File: config.mk
export PLATFORM = sky130hd
export DESIGN_NAME = vga_irq_handler
export DESIGN_NICKNAME = d
export VERILOG_FILES = /design/src/rtl/vga_pkg.sv /design/src/rtl/vga_irq_handler_sat_counter.sv /design/src/rtl/vga_irq_handler.sv
export SDC_FILE = /design/constraint.sdc
export NUM_CORES = 1
export LEC_CHECK = 0
export ABC_AREA = 1
export CAP_MARGIN = 5
export CORE_AREA = 4 4 57 79
export CTS_CLUSTER_SIZE = 10
export DETAILED_ROUTE_END_ITERATION = 12
export DIE_AREA = 0 0 61 83
export DONT_BUFFER_PORTS = 1
export PLACE_DENSITY = 0.54
export RECOVER_POWER = 100
export SETUP_SLACK_MARGIN = 0.2
export SLEW_MARGIN = 10
export SYNTH_ARGS = -nofsm -noshare
export SYNTH_HDL_FRONTEND = slang
export SYNTH_SLANG_ARGS = --single-unit
File: constraint.sdc
create_clock -name pixel_clock -period 1.5 [get_ports pixel_clock]
set_input_delay 0.075 -clock pixel_clock [delete_from_list [all_inputs] [get_ports pixel_clock]]
set_output_delay 0.075 -clock pixel_clock [all_outputs]
set_load 0.03 [all_outputs]
File: src/rtl/vga_pkg.sv
// Shared VGA definitions: screen geometry, interrupt-handler state encoding
// and default counter widths.
package vga_pkg;

  localparam int VGA_WIDTH   = 640;
  localparam int VGA_HEIGHT  = 480;

  localparam int FRAME_CNT_W = 16;
  localparam int OVR_CNT_W   = 8;

  localparam logic [1:0] ST_IDLE    = 2'd0;
  localparam logic [1:0] ST_PENDING = 2'd1;
  localparam logic [1:0] ST_SERVICE = 2'd2;

  typedef enum logic [1:0] {
    IDLE    = ST_IDLE,
    PENDING = ST_PENDING,
    SERVICE = ST_SERVICE
  } irq_state_e;

  // Even parity over the state word, for downstream integrity monitors.
  function automatic logic state_parity(input logic [1:0] st);
    return ^st;
  endfunction

endpackage

File: src/rtl/vga_irq_handler_sat_counter.sv
// Saturating up-counter with synchronous clear; clear and increment in the
// same cycle restart the count at one.
module sat_counter #(
  parameter int W = 8
) (
  input  logic         clk,
  input  logic         rst,
  input  logic         inc,
  input  logic         clr,
  output logic [W-1:0] count
);

  logic [W-1:0] count_r;
  logic [W-1:0] count_next_s;

  // Next count: clear has priority over hold, increment stops at all-ones.
  always_comb begin
    count_next_s = count_r;
    if (clr && inc) begin
      count_next_s = {{(W-1){1'b0}}, 1'b1};
    end else if (clr) begin
      count_next_s = {W{1'b0}};
    end else if (inc && (count_r != {W{1'b1}})) begin
      count_next_s = count_r + {{(W-1){1'b0}}, 1'b1};
    end else begin
      count_next_s = count_r;
    end
  end

  // Count register.
  always_ff @(posedge clk) begin
    if (rst) begin
      count_r <= {W{1'b0}};
    end else begin
      count_r <= count_next_s;
    end
  end

  assign count = count_r;

endmodule

File: src/rtl/vga_irq_handler.sv
// End-of-frame interrupt consumer: turns the one-cycle VGA pulse into a level
// IRQ with ack/done handshake, counts frames and tracks dropped (overrun) frames.
module vga_irq_handler
  import vga_pkg::*;
#(
  parameter int FRAME_CNT_W = vga_pkg::FRAME_CNT_W,
  parameter int OVR_CNT_W   = vga_pkg::OVR_CNT_W
) (
  input  logic                   pixel_clock,
  input  logic                   rst,
  input  logic                   interrupt_in,
  input  logic                   irq_enable,
  input  logic                   irq_ack,
  input  logic                   irq_done,
  input  logic                   overrun_clear,
  output logic                   irq_out,
  output logic                   busy,
  output logic [FRAME_CNT_W-1:0] frame_count,
  output logic [OVR_CNT_W-1:0]   overrun_count,
  output logic                   overrun_flag
);

  irq_state_e             state_r;
  irq_state_e             next_state_s;
  logic                   ovr_event_s;
  logic                   irq_out_r;
  logic                   busy_r;
  logic                   overrun_flag_r;
  logic [FRAME_CNT_W-1:0] frame_count_r;

  // Next-state and overrun detection; a frame arriving while one is still
  // outstanding is dropped and leaves the state untouched.
  always_comb begin
    next_state_s = state_r;
    ovr_event_s  = 1'b0;
    case (state_r)
      IDLE: begin
        if (interrupt_in && irq_enable) begin
          next_state_s = PENDING;
        end else begin
          next_state_s = IDLE;
        end
      end
      PENDING: begin
        ovr_event_s = interrupt_in;
        if (irq_ack) begin
          next_state_s = SERVICE;
        end else begin
          next_state_s = PENDING;
        end
      end
      SERVICE: begin
        if (irq_done) begin
          if (interrupt_in && irq_enable) begin
            next_state_s = PENDING;
          end else begin
            next_state_s = IDLE;
          end
        end else begin
          ovr_event_s  = interrupt_in;
          next_state_s = SERVICE;
        end
      end
      default: begin
        next_state_s = IDLE;
      end
    endcase
  end

  // State, registered handshake outputs, frame counter and sticky overrun flag.
  always_ff @(posedge pixel_clock) begin
    if (rst) begin
      state_r        <= IDLE;
      irq_out_r      <= 1'b0;
      busy_r         <= 1'b0;
      frame_count_r  <= {FRAME_CNT_W{1'b0}};
      overrun_flag_r <= 1'b0;
    end else begin
      state_r   <= next_state_s;
      irq_out_r <= (next_state_s == PENDING);
      busy_r    <= (next_state_s == SERVICE);
      if (interrupt_in) begin
        frame_count_r <= frame_count_r + {{(FRAME_CNT_W-1){1'b0}}, 1'b1};
      end
      if (ovr_event_s) begin
        overrun_flag_r <= 1'b1;
      end else if (overrun_clear) begin
        overrun_flag_r <= 1'b0;
      end
    end
  end

  sat_counter #(
    .W (OVR_CNT_W)
  ) u_ovr_cnt (
    .clk   (pixel_clock),
    .rst   (rst),
    .inc   (ovr_event_s),
    .clr   (overrun_clear),
    .count (overrun_count)
  );

  assign irq_out      = irq_out_r;
  assign busy         = busy_r;
  assign frame_count  = frame_count_r;
  assign overrun_flag = overrun_flag_r;

endmodule

# Word-level counts from Yosys, hierarchy flattened
# Cells that the tools add are included.
[word_totals]
ff_bits = 29
word_cells = 32
output_inout_bits = 27
[classes]
reduce_logical = 7
mux = 11
addsub = 2
eq_ne = 5
[op_table]
columns = ["op", "n"]
rows = [
  ["16-bit by 1-bit adder with 16-bit output, second input constant", 1],
  ["8-bit by 1-bit adder with 8-bit output, second input constant", 1],
  ["8-bit != test, second input constant", 1],
  ["1-bit two-way mux", 7],
  ["2-bit case mux with 3 select lines", 1],
  ["2-bit by 1-bit == test with 1-bit output, second input constant", 2],
  ["2-bit == test, second input constant", 2],
  ["2-bit two-way mux", 2],
  ["1-bit logical AND", 3],
  ["3-bit nonzero test", 1],
  ["3-bit OR reduction", 1],
  ["2-bit zero test", 1],
  ["1-bit case mux with 2 select lines", 1],
  ["2-bit nonzero test", 1],
]

# Depth between registers and ports, before layout
# Gate-level depths: netlist of the first run.
[depth]
depth_word = 6
depth_mapped = 9
mapped_depth_nobuf = 9

# Cells and area by module
# A second synthesis of the first run with hierarchy kept.
[hier_totals]
hier_cells = 216
hier_area_um2 = 1570.3
[modules_own_cells]
columns = ["mod", "n_inst", "cells_each", "seq_area_each_um2", "area_per_inst_um2"]
rows = [
  ["vga_irq_handler", 1, 145, 420.4, 1097.3],
  ["sat_counter", 1, 71, 160.2, 473.0],
]

# Worst setup path before layout of the first run
# No wires, ideal clock.
[synth_path]
kind = "reg2reg"
from = "reg u_ovr_cnt.count_r[0], in the netlist u_ovr_cnt.count[0]"
to = "reg u_ovr_cnt.count_r[1], in the netlist u_ovr_cnt.count[1]"
path_slack_ns = -0.016
t_required_ns = 1.384
path_stages_with_launch = 9
arrival_ns = 1.400
cell_sequence = "dfxtp_1 -> ha_1 -> nand3_1 -> inv_1 -> nand2_1 -> nand2_4 -> clkinv_2 -> nor2_1 -> nor2_1"
[synth_between]
elab_chain_cells = 2
word_cells_on_any_way = 3
cone_classes = "1 x add/sub; 1 x eq/ne; 1 x reduce/logical"
[synth_rtl]
columns = ["item", "line", "text"]
rows = [
  ["start: declaration", "vga_irq_handler_sat_counter.sv:13", "logic [W-1:0] count_r;"],
  ["start signal: assignment", "vga_irq_handler_sat_counter.sv:33", "count_r <= {W{1'b0}};"],
  ["start signal: assignment", "vga_irq_handler_sat_counter.sv:35", "count_r <= count_next_s;"],
  ["branches (longest 2 deep; another with 8-bit by 1-bit adder with 8-bit output)", "-", ""],
]
# Several ways; the timed one is not identified.
# A chain may end at the register's enable or synchronous reset.

# Final worst setup path of the first run
[layout_path]
from = "reg state_r[1]"
to = "reg u_ovr_cnt.count_r[3], in the netlist u_ovr_cnt.count[3]"
[layout_between]
elab_chain_cells = 4
word_cells_on_any_way = 6
cone_classes = "2 x eq/ne; 1 x mux; 3 x reduce/logical"
[layout_rtl]
columns = ["item", "line", "text"]
rows = [
  ["start: declaration", "vga_irq_handler.sv:23", "irq_state_e state_r;"],
  ["start signal: assignment", "vga_irq_handler.sv:79", "state_r <= next_state_s;"],
  ["2-bit == test / 2-bit by 1-bit == test with 1-bit output (equally long branches)", "vga_irq_handler.sv:36", "case (state_r)"],
  ["1-bit case mux with 2 select lines *", "vga_irq_handler.sv:36", ""],
  ["1-bit logical AND", "vga_irq_handler_sat_counter.sv:19", "if (clr && inc) begin"],
  ["3-bit OR reduction (no line)", "-", ""],
]
# Every way passes the cells marked *; elsewhere a longest branch is shown, timed or not.

==> results of run 1 <==
flip-flops by register name, summed over array words and instances (netlist names):
register         flops
frame_count         16
busy                 1
u_ovr_cnt.count      8
irq_out              1
state_r              2
overrun_flag         1
how the worst min path moves through the flow:
| stage | endpoint | slack (ps) | depth (start not counted) |
|---|---|---|---|
| 3_3_place_gp | frame_count[11] | 150 | 1 |
| 5_1_grt | state_r[0] | 50 | 3 |
| 6_report | state_r[0] | 30 | 3 |
| 4_1_cts | state_r[0] | 2 | 3 |
| 3_5_place_dp | frame_count[6] | 150 | 1 |
| 2_1_floorplan | frame_count[0] | 230 | 2 |
area by class of cell:
class,count,area [um^2]
fillers,416,1979
multi-input cells,157,830.8
flip-flops and latches,29,605.6
repair buffers,30,181.4
inverters,30,117.6
clock buffers,6,72.57
well taps,43,53.80
clock inverters,2,10.01
stage by stage:
stage / instances / util (%) / area, um^2 / worst slack [ps]
6_report: 297 / 48.60 / 1872 / 116.9
5_1_grt: 297 / 48.60 / 1872 / 26.29
4_1_cts: 296 / 49.09 / 1891 / 131.6
3_5_place_dp: 281 / 44.38 / 1709 / 81.26
3_3_place_gp: 281 / 44.38 / 1709 / 133.4
2_1_floorplan: 217 / - / 1491 / 196.7
worst reg2reg max path, stage by stage (launching register included):
cell and delay (ps):
dfxtp_2 340, inv_1 80, ha_4 270, nand2_2 50, a21oi_4 210, nand2_4 110
clkinv_4 90, nand2_1 60, a21oi_2 110
Yosys cell counts:
cell	n
nand2_1	68
nand3b_1	3
a21oi_4	1
nor2_4	1
xnor2_1	3
nor2_1	28
o21a_1	1
clkbuf_1	1
a21oi_1	16
xor2_1	1
nand2_2	1
buf_2	1
nor3_1	4
dfxtp_1	29
nand3_1	9
a21o_1	1
nand4_1	1
o21ai_0	5
ha_1	6
nand2_4	1
inv_1	29
o22ai_1	1
clkinv_2	1
nor2_2	3
nor3b_1	1
a31oi_1	1
cell families after synthesis:
family                   after synthesis  synth area share [%]
adder cells (fa/ha/maj)                6                 5.102
XOR/XNOR                               4                 2.381
AND/OR/NAND/NOR                      120                 34.61
AO/OA/AOI/OAI                         26                 10.12
buffers and inverters                 32                 8.332
flip-flops                            29                 39.46
power breakdown:
group          leakage (nW)  switching [W]  internal [W]  total (W)
clock network        0.0450       0.000288      0.000320   0.000609
logic                 0.509      0.0000685     0.0000383   0.000107
registers             0.241      0.0000149      0.000777   0.000792
repair_timing:
item                                    CTS  global route
endpoints found under the setup margin   10            16
hold buffers                              5             0
setup buffers                             1             1
gates cloned                              1             0
hold endpoints to repair                 15             0
pin swaps                                 5             5
gates resized for setup                  13            18
per-layer routing:
metal	GRT usage [%]	share of wire [%]
met3	4.977	6.2
met5	0	0
met4	6.706	1.9
met2	27.26	55
met1	15.02	37
==> flow_summary_export.csv, run 1 <==
group,metric,value,unit
status,status,"completed",
clocking,clock-root-buffer,"clkbuf_8",
detailed_routing,wl_per_cell,11.94,um
setup_path,cp-startpoint,"state_r[1]",
setup_path,slowest_stage,"dfxtp_2",
timing,hold_slack,32.65,ps
worst_hold_path,hp-class,"in2reg",
global_route,grt.total_usage,15.21,%
detailed_routing,antenna_left,0,
detailed_routing,routed_via_density,4.747,
detailed_routing,first_pass_iters,4,
timing,min_period,1383,ps
timing,drv_slew,0,
floorplanning,core_region_area,0.003851,mm^2
clocking,clk_path_buf_depth,2,
setup_path,rr_endpoint,"u_ovr_cnt.count[3]",
setup_path,critPathArrivalTime,1590,ps
placement,gp_congestion,0.7996,
synthesis,synth_seq_cells,29,
setup_path,endpoint,"u_ovr_cnt.count[3]",
synthesis,syn_area_per_cell,6.781,um^2
detailed_routing,routed_wl,3.547,mm
synthesis,ys_types,26,
setup_path,critPathKind,"reg2reg",
timing,max_freq,0.7230,GHz
cells_and_area,finalNetCount,266,
setup_path,path_depth,8,
timing,max_slew_margin,64.83,%
timing,fin_skew,3.749,ps
detailed_routing,drc,0,
setup_path,cp-end-kind,"flip-flop",
global_route,gr-total-overflow,0,
setup_path,path_cells,"inv_1, ha_4, nand2_2, a21oi_4, nand2_4, clkinv_4, nand2_1, a21oi_2",
synthesis,synth_nets,230,
clocking,clk_pin_slew,60,ps
floorplanning,die_x,61,um
floorplanning,dieArea,0.005063,mm^2
clocking,cts_buffers,5,
setup_path,crit_required,1710,ps
floorplanning,ios,34,
setup_path,start_kind,"flip-flop",
timing,worst-slew-pin-transition,527.6,ps
worst_hold_path,min_from,"irq_ack",
clocking,cts_tree,"yes",
synthesis,synth_area_leaders,"dfxtp_1, nand2_1, inv_1",
cells_and_area,antenna_cells,0,
power_and_ir_drop,ir_drop,643.6,uV
floorplanning,die_h,83,um
cells_and_area,layout.cells.most_common_list,"nand2_1, nor2_1, inv_1",
global_route,antenna_found_initial,0,
cells_and_area,final_common_cell,"nand2_1",
setup_path,cp_top_family,"flip-flops",
detailed_routing,dr_total_vias,1410,
synthesis,seq_area_frac_synth,39.46,%
cells_and_area,areaGrowthSynthToFinish,27.21,%
setup_path,cp_max_fo,6,
setup_path,crit_buf_inv,2,
clocking,cts-htree-levels,2,
global_route,grt_pass1_vias,1368,
timing,hold_viol_final,0,
global_route,grt_pass1_wl,5.892,mm
synthesis,synth_area,0.001471,mm^2
timing,setup_viol,0,
global_route,grt_max_degree,13,
setup_path,reg2reg_from,"state_r[1]",
synthesis,synthCells,217,
setup_path,rrSetupSlack,120,ps
timing,finalCritPeriodShare,92.21,%
detailed_routing,drt_first_iter_violations,47,
synthesis,yosysTopAreaCell,"dfxtp_1",
timing,tns,0,ps
power_and_ir_drop,power.static_leakage,0.7946,nW
power_and_ir_drop,powerDensity,805.1,mW/mm^2
setup_path,reg2regPathDepth,8,
placement,io_buffers,0,
clocking,clock_latency,280,ps
job,cap_violations,0,
clocking,cts_num_sinks,29,
floorplanning,std_cell_rows,27,
synthesis,synth_top_area_share,39.46,%
setup_path,critical-path-max-stage-delay,340,ps
power_and_ir_drop,p_total,0.001507,W
placement,hpwl,2.614,mm
cells_and_area,drive_gt1_share,19.69,%
timing,rsz0062_at_grt,"true",
floorplanning,initial_core_util,38.21,%
synthesis,ys.warnings.count,0,
Note: power is estimated with default switching activity, not from simulation.
==> run 2: changes to the inputs <==
BUFFER_PORTS_ARGS = -buffer_cell sky130_fd_sc_hd__buf_2   (was unset)
CORE_AREA = 4 4 51 72   (was 4 4 57 79)
DIE_AREA = 0 0 55 76   (was 0 0 61 83)
DONT_BUFFER_PORTS = unset   (was 1)
PLACE_DENSITY = 0.75   (was 0.54)
==> run 2 against run 1 <==
Setup slack worse by 12 ps. Clock power hardly changed. Highest routed layer unchanged. Flip-flop and latch count is the same. Sequential power hardly changed. Hold slack better by 69 ps. Final area is 0.60% higher.
==> flow_summary_export.csv, run 2 (same netlist as run 1, synthesis figures left out) <==
group,metric,value,unit
placement,place_area,0.001704,mm^2
clocking,clock-root-buffer,"clkbuf_8",
setup_path,rrSetupSlack,100,ps
timing,fin_skew,3.197,ps
placement,hpwl,2.364,mm
floorplanning,initial_core_util,48.51,%
cells_and_area,seq_area,605.6,um^2
placement,gp_congestion,0.8119,
detailed_routing,routed_wl,3.353,mm
clocking,clk_path_buf_depth,2,
global_route,antenna_found_initial,0,
cells_and_area,final_area,0.001883,mm^2
timing,max_slew_margin,74.87,%
cells_and_area,largest_register_ffs,16,
power_and_ir_drop,powerDensity,805.8,mW/mm^2
setup_path,cp-startpoint,"state_r[0]",
detailed_routing,antenna_left,0,
cells_and_area,fillCellCount,304,
setup_path,crit_required,1710,ps
floorplanning,core_region_area,0.003033,mm^2
placement,place_inst,288,
clocking,cts_tree,"yes",
timing,rsz0062_at_grt,"true",
placement,io_buffers,33,
job,cap_violations,0,
global_route,grt_pass1_wl,5.540,mm
cells_and_area,areaGrowthSynthToFinish,27.98,%
setup_path,start_kind,"flip-flop",
power_and_ir_drop,ir_drop,595.7,uV
clocking,cts_hold_buf,0,
floorplanning,std_cell_rows,24,
power_and_ir_drop,power.static_leakage,0.7817,nW
detailed_routing,first_pass_iters,4,
clocking,cts_buffers,5,
timing,hold_viol_final,0,
cells_and_area,layout.cells.most_common_list,"nand2_1, nor2_1, clkbuf_1",
timing,setup_viol,0,
timing,max_freq,0.7166,GHz
setup_path,critPathArrivalTime,1610,ps
detailed_routing,routed_via_density,4.791,
setup_path,cp_max_fo,5,
worst_hold_path,hp-class,"in2reg",
timing,worst-slew-pin-transition,376.6,ps
cells_and_area,antenna_cells,0,
detailed_routing,dr_total_vias,1442,
detailed_routing,drc,0,
timing,finalCritPeriodShare,93.03,%
cells_and_area,drive_gt1_share,20.61,%
floorplanning,die_x,55,um
clocking,clk_pin_slew,60,ps
detailed_routing,wl_per_cell,11.14,um
cells_and_area,layout.cells.non_filler,301,
clocking,clock_latency,280,ps
timing,drv_slew,0,
clocking,cts-htree-levels,2,
global_route,gr-total-overflow,0,
floorplanning,ios,34,
cells_and_area,multi_input_area,854.6,um^2
cells_and_area,final_common_cell,"nand2_1",
clocking,cts_num_sinks,29,
cells_and_area,finalNetCount,274,
global_route,grt_pass1_vias,1329,
floorplanning,dieArea,0.004180,mm^2
setup_path,reg2reg_from,"state_r[0]",
status,status,"completed",
power_and_ir_drop,p_total,0.001517,W
worst_hold_path,min_from,"irq_ack",
detailed_routing,drt_first_iter_violations,18,
floorplanning,die_h,76,um
global_route,grt.total_usage,17.65,%
setup_path,critPathKind,"reg2reg",
timing,tns,0,ps
setup_path,cp-end-kind,"flip-flop",
global_route,grt_max_degree,13,
timing,min_period,1395,ps
-- run 2: cell count changes in the layout (fill, tap and decap cells not counted), moves of 2 or more --
cell	delta
buf_4	-4
buf_2	+6
clkbuf_1	+11
nor2_4	+2
dlygate4sd3_1	-5
inv_4	+2
-- run 2: final cells by class --
| cell class | instances | area share [%] |
|---|---|---|
| timing repair buffer | 38 | 8.970 |
| sequential | 29 | 32.16 |
| clock inverter | 2 | 0.5316 |
| tap | 39 | 2.591 |
| clock buffer | 6 | 3.854 |
| inverter | 30 | 6.512 |
| multi-input combinational | 157 | 45.38 |
-- run 2: metrics by stage --
stage          util (%)  hold WS [ps]  worst slack, ps
6_report          62.09         101.4            104.6
5_1_grt           62.09         89.10            39.65
2_1_floorplan         -         233.4            196.7
3_5_place_dp      56.19         390.8            94.31
3_3_place_gp      56.19         383.9            130.3
4_1_cts           61.14         87.62            141.6
-- run 2: routing by layer --
layer / GRT usage [%] / share of wire (%) / vias to the layer above
li1: - / - / 764
met4: 6.569 / 1.9 / 0
met5: 0 / 0 / -
met3: 5.284 / 4.8 / 6
met2: 29.74 / 52 / 25
met1: 19.90 / 41 / 647
-- run 2: what timing repair did --
item,CTS,global route
setup buffers,3,1
endpoints found under the setup margin,8,15
resized for setup,12,26
pin swaps,2,5
gates cloned,1,0
hold endpoints to repair,0,0
-- run 2: path summary, 6_finish.rpt --
check	depth (start not counted)	to
worst max register to register	8	u_ovr_cnt.count[2]
worst max-delay path	8	u_ovr_cnt.count[2]
worst min-delay path	4	irq_out
worst min register to register	2	overrun_flag
-- run 2: where the power goes --
part | total, W | internal, W | switching [W]
Combinational | 0.000115 | 0.0000379 | 0.0000775
Clock | 0.000612 | 0.000320 | 0.000291
Sequential | 0.000790 | 0.000778 | 0.0000124
Total | 0.00152 | 0.00114 | 0.000381
-- run 2: worst max-delay path, stage by stage, from the launching register on --
cell and delay, ps:
dfxtp_4 360, clkbuf_4 120, ha_1 150, inv_1 80, a21oi_4 220, clkbuf_4 170
a21o_1 90, nand2_1 40, nor2_1 80
==> run 3: changes to the inputs <==
CTS_BUF_LIST = sky130_fd_sc_hd__clkbuf_4 sky130_fd_sc_hd__clkbuf_8 sky130_fd_sc_hd__clkbuf_16   (was unset)
==> run 3 against run 2 <==
Via count rose by 2.1%. Routed wire length rose by 2.2%. Final area fell by 0.13%. Fmax fell by 2.4%. Global-route usage rose by 0.30 points. Die area did not move. Non-clock buffer count did not move. Clock-buffer cell count did not move. Register-to-register slack got worse by 30 ps.
==> flow_summary_export.csv, run 3 (same netlist as run 1, synthesis figures left out) <==
group,metric,value,unit
status,status,"completed",
detailed_routing,routed_wl,3.426,mm
global_route,grt_max_degree,13,
cells_and_area,layout.cells.most_common_list,"nand2_1, nor2_1, clkbuf_1",
setup_path,crit_required,1720,ps
power_and_ir_drop,powerDensity,819.9,mW/mm^2
clocking,clock_latency,280,ps
floorplanning,dieArea,0.004180,mm^2
placement,place_inst,288,
floorplanning,initial_core_util,48.51,%
global_route,grt_pass1_vias,1326,
global_route,grt.total_usage,17.95,%
timing,finalCritPeriodShare,95.31,%
timing,tns,0,ps
clocking,clk_pin_slew,60,ps
setup_path,critPathKind,"reg2reg",
placement,gp_congestion,0.8119,
clocking,clock-root-buffer,"clkbuf_8",
detailed_routing,antenna_left,0,
setup_path,path_cells,"inv_4, ha_4, nand2_4, a21oi_4, clkbuf_4, a21o_1, nand2_1, nor2_1",
placement,io_buffers,33,
power_and_ir_drop,ir_drop,631.5,uV
timing,drv_slew,0,
worst_hold_path,min_from,"irq_ack",
setup_path,reg2regPathDepth,8,
setup_path,path_depth,8,
setup_path,critPathArrivalTime,1650,ps
timing,max_freq,0.6995,GHz
timing,fin_skew,4.278,ps
clocking,cts_num_sinks,29,
detailed_routing,dr_total_vias,1472,
setup_path,cp-end-kind,"flip-flop",
cells_and_area,finalNetCount,274,
setup_path,crit_buf_inv,2,
timing,fin_ws,70.32,ps
detailed_routing,drc,0,
power_and_ir_drop,p_total,0.001542,W
cells_and_area,utilization,62.00,%
clocking,cts-htree-levels,2,
cells_and_area,fillCellCount,305,
setup_path,rrSetupSlack,70,ps
setup_path,slowest_stage,"dfxtp_4",
clocking,cts_tree,"yes",
timing,max_slew_margin,74.82,%
setup_path,critical-path-max-stage-delay,380,ps
detailed_routing,first_pass_iters,4,
global_route,grt_pass1_wl,5.589,mm
floorplanning,die_h,76,um
timing,rsz0062_at_grt,"true",
timing,min_period,1430,ps
clocking,clk_path_buf_depth,2,
setup_path,start_kind,"flip-flop",
cells_and_area,layout.cells.non_filler,301,
job,cap_violations,0,
setup_path,cp_max_fo,5,
cells_and_area,areaGrowthSynthToFinish,27.81,%
detailed_routing,wl_per_cell,11.38,um
setup_path,reg2reg_from,"state_r[1]",
clocking,cts_buffers,5,
floorplanning,std_cell_rows,24,
worst_hold_path,min_to,"irq_out",
setup_path,cp_top_family,"flip-flops",
placement,hpwl,2.364,mm
cells_and_area,final_common_cell,"nand2_1",
worst_hold_path,hold_depth,4,
floorplanning,die_x,55,um
cells_and_area,antenna_cells,0,
setup_path,rr_endpoint,"u_ovr_cnt.count[2]",
worst_hold_path,hp-class,"in2reg",
floorplanning,core_region_area,0.003033,mm^2
global_route,antenna_found_initial,0,
placement,pre_cts_ws,94.31,ps
cells_and_area,drive_gt1_share,19.85,%
power_and_ir_drop,power.static_leakage,0.7848,nW
cells_and_area,largest_register_ffs,16,
timing,setup_viol,0,
clocking,cts_hold_buf,0,
timing,hold_viol_final,0,
timing,worst-slew-pin-transition,377.3,ps
global_route,gr-total-overflow,0,
floorplanning,ios,34,
detailed_routing,drt_first_iter_violations,15,
detailed_routing,routed_via_density,4.890,
==> run 3: changes by cell type in the layout (fill, tap and decap cells not counted), sizes merged <==
cell    delta
buf        -1
clkbuf     +1
==> run 3: report_power, final <==
part           switching [W]  internal (W)
Combinational      0.0000793     0.0000402
Sequential         0.0000132      0.000778
Clock               0.000293      0.000339
==> run 3: stage by stage <==
step	hold slack [ps]	instance area [um^2]
after global placement	383.9	1704
final	108.1	1881
after floorplan	233.4	1491
after detailed placement	390.8	1704
after global routing	89.94	1881
after CTS	87.91	1858
==> run 3: worst register-to-register path: cells and delay by family, from the launching register on <==
kind | cells | cell delay, ps
flip-flops | 1 | 380
AO/OA/AOI/OAI | 2 | 310
AND/OR/NAND/NOR | 3 | 170
adder cells (fa/ha/maj) | 1 | 270
buffers and inverters | 2 | 230
==> run 3: how the worst max path moves through the flow <==
stage	start	end	slack, ps
floorplan	u_ovr_cnt.count[0]	u_ovr_cnt.count[1]	200
global placement	state_r[1]	u_ovr_cnt.count[2]	130
detailed placement	state_r[0]	u_ovr_cnt.count[2]	90
CTS	state_r[1]	u_ovr_cnt.count[0]	140
global route	state_r[1]	u_ovr_cnt.count[0]	9
finish	state_r[1]	u_ovr_cnt.count[2]	70
==> run 3: area by class of cell <==
class	instances	area [um^2]	share of cell area [%]
clock buffers	6	76.32	4.059
clock inverters	2	10.01	0.5323
inverters	30	122.6	6.520
multi-input cells	157	848.3	45.11
flip-flops and latches	29	605.6	32.20
well taps	39	48.80	2.595
repair buffers	38	168.9	8.982
==> run 3: timing repair <==
action / in CTS / in global routing
pin swaps: 2 / 6
setup endpoints to repair: 8 / 15
gates resized for setup: 12 / 25
cloned: 1 / 0
setup buffers: 3 / 1
==> run 3: layer usage <==
| metal | global-route usage (%) | wire length (um) |
|---|---|---|
| met5 | 0 | 0 |
| met2 | 31.04 | 1811 |
| met4 | 6.569 | 92 |
| met1 | 19.53 | 1351 |
| met3 | 5.284 | 171 |
